**config.mk**
```make
export PLATFORM = sky130hd
export DESIGN_NAME = tcp_tx_arbiter
export DESIGN_NICKNAME = d
export VERILOG_FILES = /design/src/rtl/tcp_tx_arbiter.sv
export SDC_FILE = /design/constraint.sdc
export NUM_CORES = 1
export LEC_CHECK = 0
export CORE_UTILIZATION = 43
export CTS_BUF_LIST = sky130_fd_sc_hd__clkbuf_4 sky130_fd_sc_hd__clkbuf_8
export CTS_CLUSTER_DIAMETER = 100
export DETAILED_ROUTE_END_ITERATION = 8
export MAX_ROUTING_LAYER = met4
export PLACE_DENSITY = 0.77
export RECOVER_POWER = 25
export SLEW_MARGIN = 10
export SYNTH_ARGS = -nofsm -noshare
export SYNTH_HDL_FRONTEND = slang
export SYNTH_SLANG_ARGS = --single-unit
```
**constraint.sdc**
```tcl
create_clock -name CLOCK -period 1.8 [get_ports CLOCK]
set_clock_uncertainty 0.05 [all_clocks]
set_input_delay 0.36 -clock CLOCK [delete_from_list [all_inputs] [get_ports CLOCK]]
set_output_delay 0.36 -clock CLOCK [all_outputs]
set_load 0.1 [all_outputs]
```
**src/rtl/tcp_tx_arbiter.sv**
```systemverilog
// tcp_tx_arbiter: packet-granular round-robin arbiter that merges N transmit
// byte streams into one outbound dataValid/data/newpkt stream. A requester
// owns the output for a whole frame; an inter-frame gap follows each frame,
// and downstream pause stalls byte acceptance without dropping the grant.
module tcp_tx_arbiter #(
   parameter int N   = 2,
   parameter int IFG = 12
) (
   input  logic           CLOCK,
   input  logic           RESET,
   input  logic [N-1:0]   inValid,
   input  logic [8*N-1:0] inData,
   input  logic [N-1:0]   inLast,
   output logic [N-1:0]   inReady,
   input  logic           pause,
   output logic           outDataValid,
   output logic [7:0]     outData,
   output logic           outLast,
   output logic           newpkt,
   output logic [N-1:0]   grant,
   output logic           busy
);

   localparam int PW = (N > 2) ? 2 : 1;

   typedef enum logic [1:0] {
      IDLE = 2'd0,
      XFER = 2'd1,
      GAP  = 2'd2
   } state_t;

   state_t        state_reg;
   logic [PW-1:0] ptr_reg;
   logic [7:0]    gapcnt_reg;
   logic          first_reg;
   logic [N-1:0]  grant_reg;
   logic          out_valid_reg;
   logic [7:0]    out_data_reg;
   logic          out_last_reg;
   logic          newpkt_reg;

   logic [7:0]    lane_data [N];
   logic [2*N-1:0] dbl_req;
   logic [N-1:0]  rot_req;
   logic          pick_found;
   logic [PW-1:0] pick_idx;
   int            pick_pos;
   logic          accept;

   // Split the packed lane bus and build the per-lane ready: only the owner
   // may be consumed, and only while the sink is not pausing.
   genvar gi;
   generate
      for (gi = 0; gi < N; gi++) begin : g_lane
         assign lane_data[gi] = inData[8*gi +: 8];
         assign inReady[gi]   = (state_reg == XFER) & grant_reg[gi] & ~pause;
      end
   endgenerate

   assign accept = |(inValid & inReady);

   // Round-robin search: rotate the requests so the lane after ptr sits at
   // bit 0, then take the lowest set bit and map it back to a lane number.
   assign dbl_req = {inValid, inValid};

   always_comb begin
      rot_req    = N'(dbl_req >> (int'(ptr_reg) + 1));
      pick_found = 1'b0;
      pick_pos   = 0;
      for (int j = N - 1; j >= 0; j--) begin
         if (rot_req[j]) begin
            pick_found = 1'b1;
            pick_pos   = int'(ptr_reg) + 1 + j;
         end
      end
      if (pick_pos >= N) begin
         pick_pos = pick_pos - N;
      end
      pick_idx = PW'(pick_pos);
   end

   // Arbitration FSM with registered output beat; a reset mid-frame simply
   // abandons the frame, so no outLast is ever produced for it.
   always_ff @(posedge CLOCK) begin
      if (RESET) begin
         state_reg     <= IDLE;
         ptr_reg       <= PW'(N - 1);
         gapcnt_reg    <= 8'd0;
         first_reg     <= 1'b0;
         grant_reg     <= '0;
         out_valid_reg <= 1'b0;
         out_data_reg  <= 8'h00;
         out_last_reg  <= 1'b0;
         newpkt_reg    <= 1'b0;
      end else begin
         out_valid_reg <= 1'b0;
         out_last_reg  <= 1'b0;
         newpkt_reg    <= 1'b0;
         case (state_reg)
            IDLE: begin
               if (pick_found) begin
                  grant_reg <= N'(1) << pick_idx;
                  ptr_reg   <= pick_idx;
                  first_reg <= 1'b1;
                  state_reg <= XFER;
               end
            end
            XFER: begin
               if (accept) begin
                  out_valid_reg <= 1'b1;
                  out_data_reg  <= lane_data[ptr_reg];
                  out_last_reg  <= inLast[ptr_reg];
                  newpkt_reg    <= first_reg;
                  first_reg     <= 1'b0;
                  if (inLast[ptr_reg]) begin
                     grant_reg <= '0;
                     if (IFG == 0) begin
                        state_reg <= IDLE;
                     end else begin
                        gapcnt_reg <= 8'(IFG);
                        state_reg  <= GAP;
                     end
                  end
               end
            end
            GAP: begin
               // The gap counts down even while paused: it is wire time,
               // not a count of accepted bytes.
               gapcnt_reg <= gapcnt_reg - 8'd1;
               if (gapcnt_reg == 8'd1) begin
                  state_reg <= IDLE;
               end
            end
            default: begin
               state_reg <= IDLE;
            end
         endcase
      end
   end

   assign outDataValid = out_valid_reg;
   assign outData      = out_data_reg;
   assign outLast      = out_last_reg;
   assign newpkt       = newpkt_reg;
   assign grant        = grant_reg;
   assign busy         = (state_reg != IDLE);

endmodule

```
Yosys cells after proc, flatten, opt, wreduce, memory -nomap -nowiden
Index checks and enable logic that the tools add are counted.

Register bits: 25. Input port bits: 23. Output and inout port bits: 16. Word-level logic and storage cells: 73.

$add $sub $neg: 4. Order comparisons: 3. Equality and inequality tests: 7. Shifts and indexed selects: 2. Mux-type cells: 26. Bitwise logic cells: 9. Reduce and logical (&&, ||, !) cells: 13.

Operator list (count): 32-bit 2-to-1 mux (2); 8-bit 2-to-1 mux (5); 32-bit by 2-bit adder with 32-bit output (second input constant) (1); 32-bit by 3-bit greater-or-equal comparator with 1-bit output (second input constant) (1); 4-bit by 32-bit right shift with 2-bit output (1); 8-bit one-hot mux with 2 select lines (1); 2-bit 2-to-1 mux (7); 8-bit by 1-bit == test with 1-bit output (second input constant) (1); 1-bit 2-to-1 mux (8); 4-bit AND reduction (2); 8-bit by 1-bit subtractor with 8-bit output (second input constant) (1); 2-bit inequality test (second input constant) (3); 2-bit one-hot mux with 3 select lines (1); 3-bit AND reduction (2); 2-bit nonzero test (3); 1-bit AND (4); 2-bit one-hot mux with 2 select lines (1); 2-bit AND reduction (2); 2-bit OR reduction (2); 1-bit inverter (3); 3-bit OR reduction (1); 1-bit by 1-bit adder with 2-bit output (second input constant) (1); 2-bit AND (1); 2-bit by 1-bit == test with 1-bit output (second input constant) (1); 9 further kinds (9).

Longest topological paths before layout
Depth after elaboration: 9. Gate-level depth with buffers: 5. Mapped depth without buffers: 5.

Least setup slack after synthesis
No wires, ideal clock.

Path kind: register to output. From: reg grant_reg[1] (netlist: grant[1]). To: out inReady[1]. Arrival: 1.846 ns. Required time: 1.390 ns. Setup slack: -0.456 ns. Stages on the path, launching flop included: 2. Buffers on the path: 0. Cells stage by stage: dfxtp_1 and2_1.

Cells in the longest elaborated chain, start to end: 2.

RTL lines: from (decl) (line 36) `logic [N-1:0] grant_reg;`; from (signal assigned) (line 102) `grant_reg <= N'(1) << pick_idx;`; 1-bit AND (2 in series) (line 56) `assign inReady[gi] = (state_reg == XFER) & grant_reg[gi] & ~pause;`; to (decl) (line 14) `output logic [N-1:0] inReady,`.

No other way between the ends.

Final worst setup path
From: reg state_reg[0]. To: out inReady[1].

Cells in the longest elaborated chain, start to end: 3.

RTL lines: from (decl) (line 32) `state_t state_reg;`; from (signal assigned) (line 86) `state_reg <= IDLE;`; from (signal assigned) (line 105) `state_reg <= XFER;`; from (signal assigned) (line 118) `state_reg <= IDLE;`; 2-bit by 1-bit == test with 1-bit output (line 56); 1-bit AND (2 in series) (line 56).

No other way between the ends.

==> impl_metrics.json <==
{
  "rows": 19,
  "min_path_cells": 1,
  "yosys.cell_types.count": 43,
  "grt_pass1_vias": 1354,
  "worst_slew_pin_slew_ns": 0.5506,
  "dp.cells": 219,
  "layout.cells.non_filler": 229,
  "rr_worst_depth": 4,
  "die_x_um": 55.84,
  "antenna_found_initial": 0,
  "dieArea_um2": 3118,
  "track_usage_pct": 25.81,
  "required_ns": 1.39,
  "n_antenna_cell": 0,
  "grt_pass1_wl_um": 6113,
  "finalCritPeriodShare_pct": 100.4,
  "synthToLayoutAreaGrowth_pct": 60.74,
  "layout_common_cells": "buf_4, dfxtp_1, clkdlybuf4s50_1, a21oi_1, buf_12",
  "ir_drop_mv": 0.4258,
  "worstPathArrival_ns": 1.40,
  "grt_setup_unrepaired": "yes",
  "drive_gt1_share_pct": 32.83,
  "syn_inst": 134,
  "post-route-min-period_ns": 1.807,
  "ios": 39,
  "clkSinkCount": 25,
  "root_buffer": "clkbuf_4",
  "die_y_um": 55.84,
  "status": "finished, violations left",
  "crit_path_max_fanout": 4,
  "grt_max_degree": 16,
  "core-area_um2": 2758,
  "fmax_ghz": 0.5534,
  "finalPower_w": 0.001268,
  "grt-ovfl-total": 0,
  "drtIter0Drc": 49,
  "drtAntennaViolNets": 0,
  "drc_errors": 0,
  "powerDensity_nw_per_um2": 633.2,
  "clkLatencyLatePin_ns": 0.33,
  "io_buffers": 38,
  "setup_viol": 2,
  "syn_nets": 159,
  "startpoint_type": "flop",
  "ys_ff_latch": 25,
  "worstSetupPathType": "reg2out",
  "wl_per_cell_um": 16.81,
  "seq_area_frac_synth_pct": 40.16,
  "fin_ws_ns": -0.006967,
  "syn_avg_cell_area_um2": 9.300,
  "hp-class": "reg2reg",
  "via_count": 1348,
  "cts_tree": "done",
  "p_leak_nw": 0.8295,
  "hpwlAfterDp_um": 2717,
  "maxSlewViolCount": 0,
  "finalHoldViolCount": 0,
  "max_slew_margin_pct": 63.45,
  "drtPass1Iterations": 4,
  "maxCapViolations": 0,
  "fin_nets": 224,
  "ys.flop_type": "dfxtp_1",
  "synth-edff-count": 0,
  "htreeDepth": 1,
  "numCtsBuffers": 3,
  "final_common_cell": "buf_4",
  "violations": "setup timing",
  "gp_congestion": 0.8844,
  "clk_path_buf_depth": 2,
  "path_clk_slew_ns": 0.15,
  "async_flop_share_pct": 0,
  "vias_per_cell": 5.886,
  "cp-end-kind": "output pin",
  "yosysWarnings": 0,
  "wl_um": 3849,
  "initial_core_util_pct": 45.19,
  "synth_area_um2": 1246
}
[kinds of logic (layout without fill, tap and decap cells)]
group           count (synthesis)  after routing  synth area share, %
compound gates                 47             47                26.91
simple gates                   36             36                17.47
flops                          25             25                40.16
mux                            12             12                9.840
buf+inv                        12             76                3.614
fa+ha+maj                       2              2                2.008
[power breakdown]
| part | total (W) | internal (W) | switching [W] |
|---|---|---|---|
| sequential | 0.000592 | 0.000572 | 0.0000199 |
| clock | 0.000271 | 0.0000851 | 0.000185 |
| combinational | 0.000406 | 0.000186 | 0.000220 |
| total | 0.00127 | 0.000843 | 0.000425 |
[layer usage]
metal	routed length, µm	GRT usage [%]	part of all wire, %
met5	0	-	0
met4	77	10.80	2.0
met1	1604	29.03	42
met3	191	4.186	5.0
met2	1976	45.44	51
[Yosys cell counts, drive strengths merged (2+ instances only)]
library cell	count	area share, %
nor2	5	1.7
o311ai	2	1.4
o31ai	4	2.8
dfxtp	25	40
and2	3	1.5
nand3	3	1.2
or4	2	1.8
ha	2	2.0
a311oi	2	1.4
mux2i	10	8.0
inv	6	1.8
nor3b	2	1.2
clkbuf	5	1.5
o21ai	3	1.2
and3	2	1.0
nand2	4	1.2
nand2b	3	1.5
a21oi	15	6.0
nor2b	3	1.5
nor3	3	1.2
a211oi	9	5.4
mux2	2	1.8
[final timing paths]
kind                start       endpoint  slack, ns
min             first_reg         newpkt       0.45
max          state_reg[0]     inReady[1]     -0.007
min reg2reg     first_reg         newpkt       0.45
max reg2reg  state_reg[1]  gapcnt_reg[4]       0.04
[worst max-delay path, stage by stage (launching register included)]
cell and delay [ns]:
dfxtp_2 0.39, nor3b_4 0.23, buf_6 0.14, and2_4 0.15, buf_12 0.17
[through the flow]
stage / cell area [µm²] / setup TNS, ns / worst slack, ns / hold slack (ns) / utilization [%]
2_1_floorplan: 1255 / 0 / 0.06379 / 0.3959 / -
3_3_place_gp: 1988 / -2.084 / -0.1576 / 0.4187 / 72.10
6_report: 2003 / -0.01095 / -0.006967 / 0.4521 / 72.64
3_5_place_dp: 1988 / -3.074 / -0.2175 / 0.4282 / 72.10
4_1_cts: 2073 / 0 / 0.01054 / 0.4491 / 75.18
5_1_grt: 2003 / -0.1277 / -0.06421 / 0.4786 / 72.64
[cell type report]
class	count	area, µm²
Clock buffer	3	22.52
Clock inverter	1	7.507
Fill cell	174	754.5
Inverter	6	22.52
Multi-Input combinational cell	97	729.5
Sequential cell	25	506.7
Tap cell	31	38.79
Timing Repair Buffer	66	675.6
[what timing repair did]
| action | in CTS | in global routing |
|---|---|---|
| hold buffers | 0 | 0 |
| pin swaps | 1 | 0 |
| setup endpoints to repair | 3 | 4 |
| gates resized for setup | 5 | 5 |
| setup buffers | 6 | 0 |
Power figures use the tool's default switching activity.
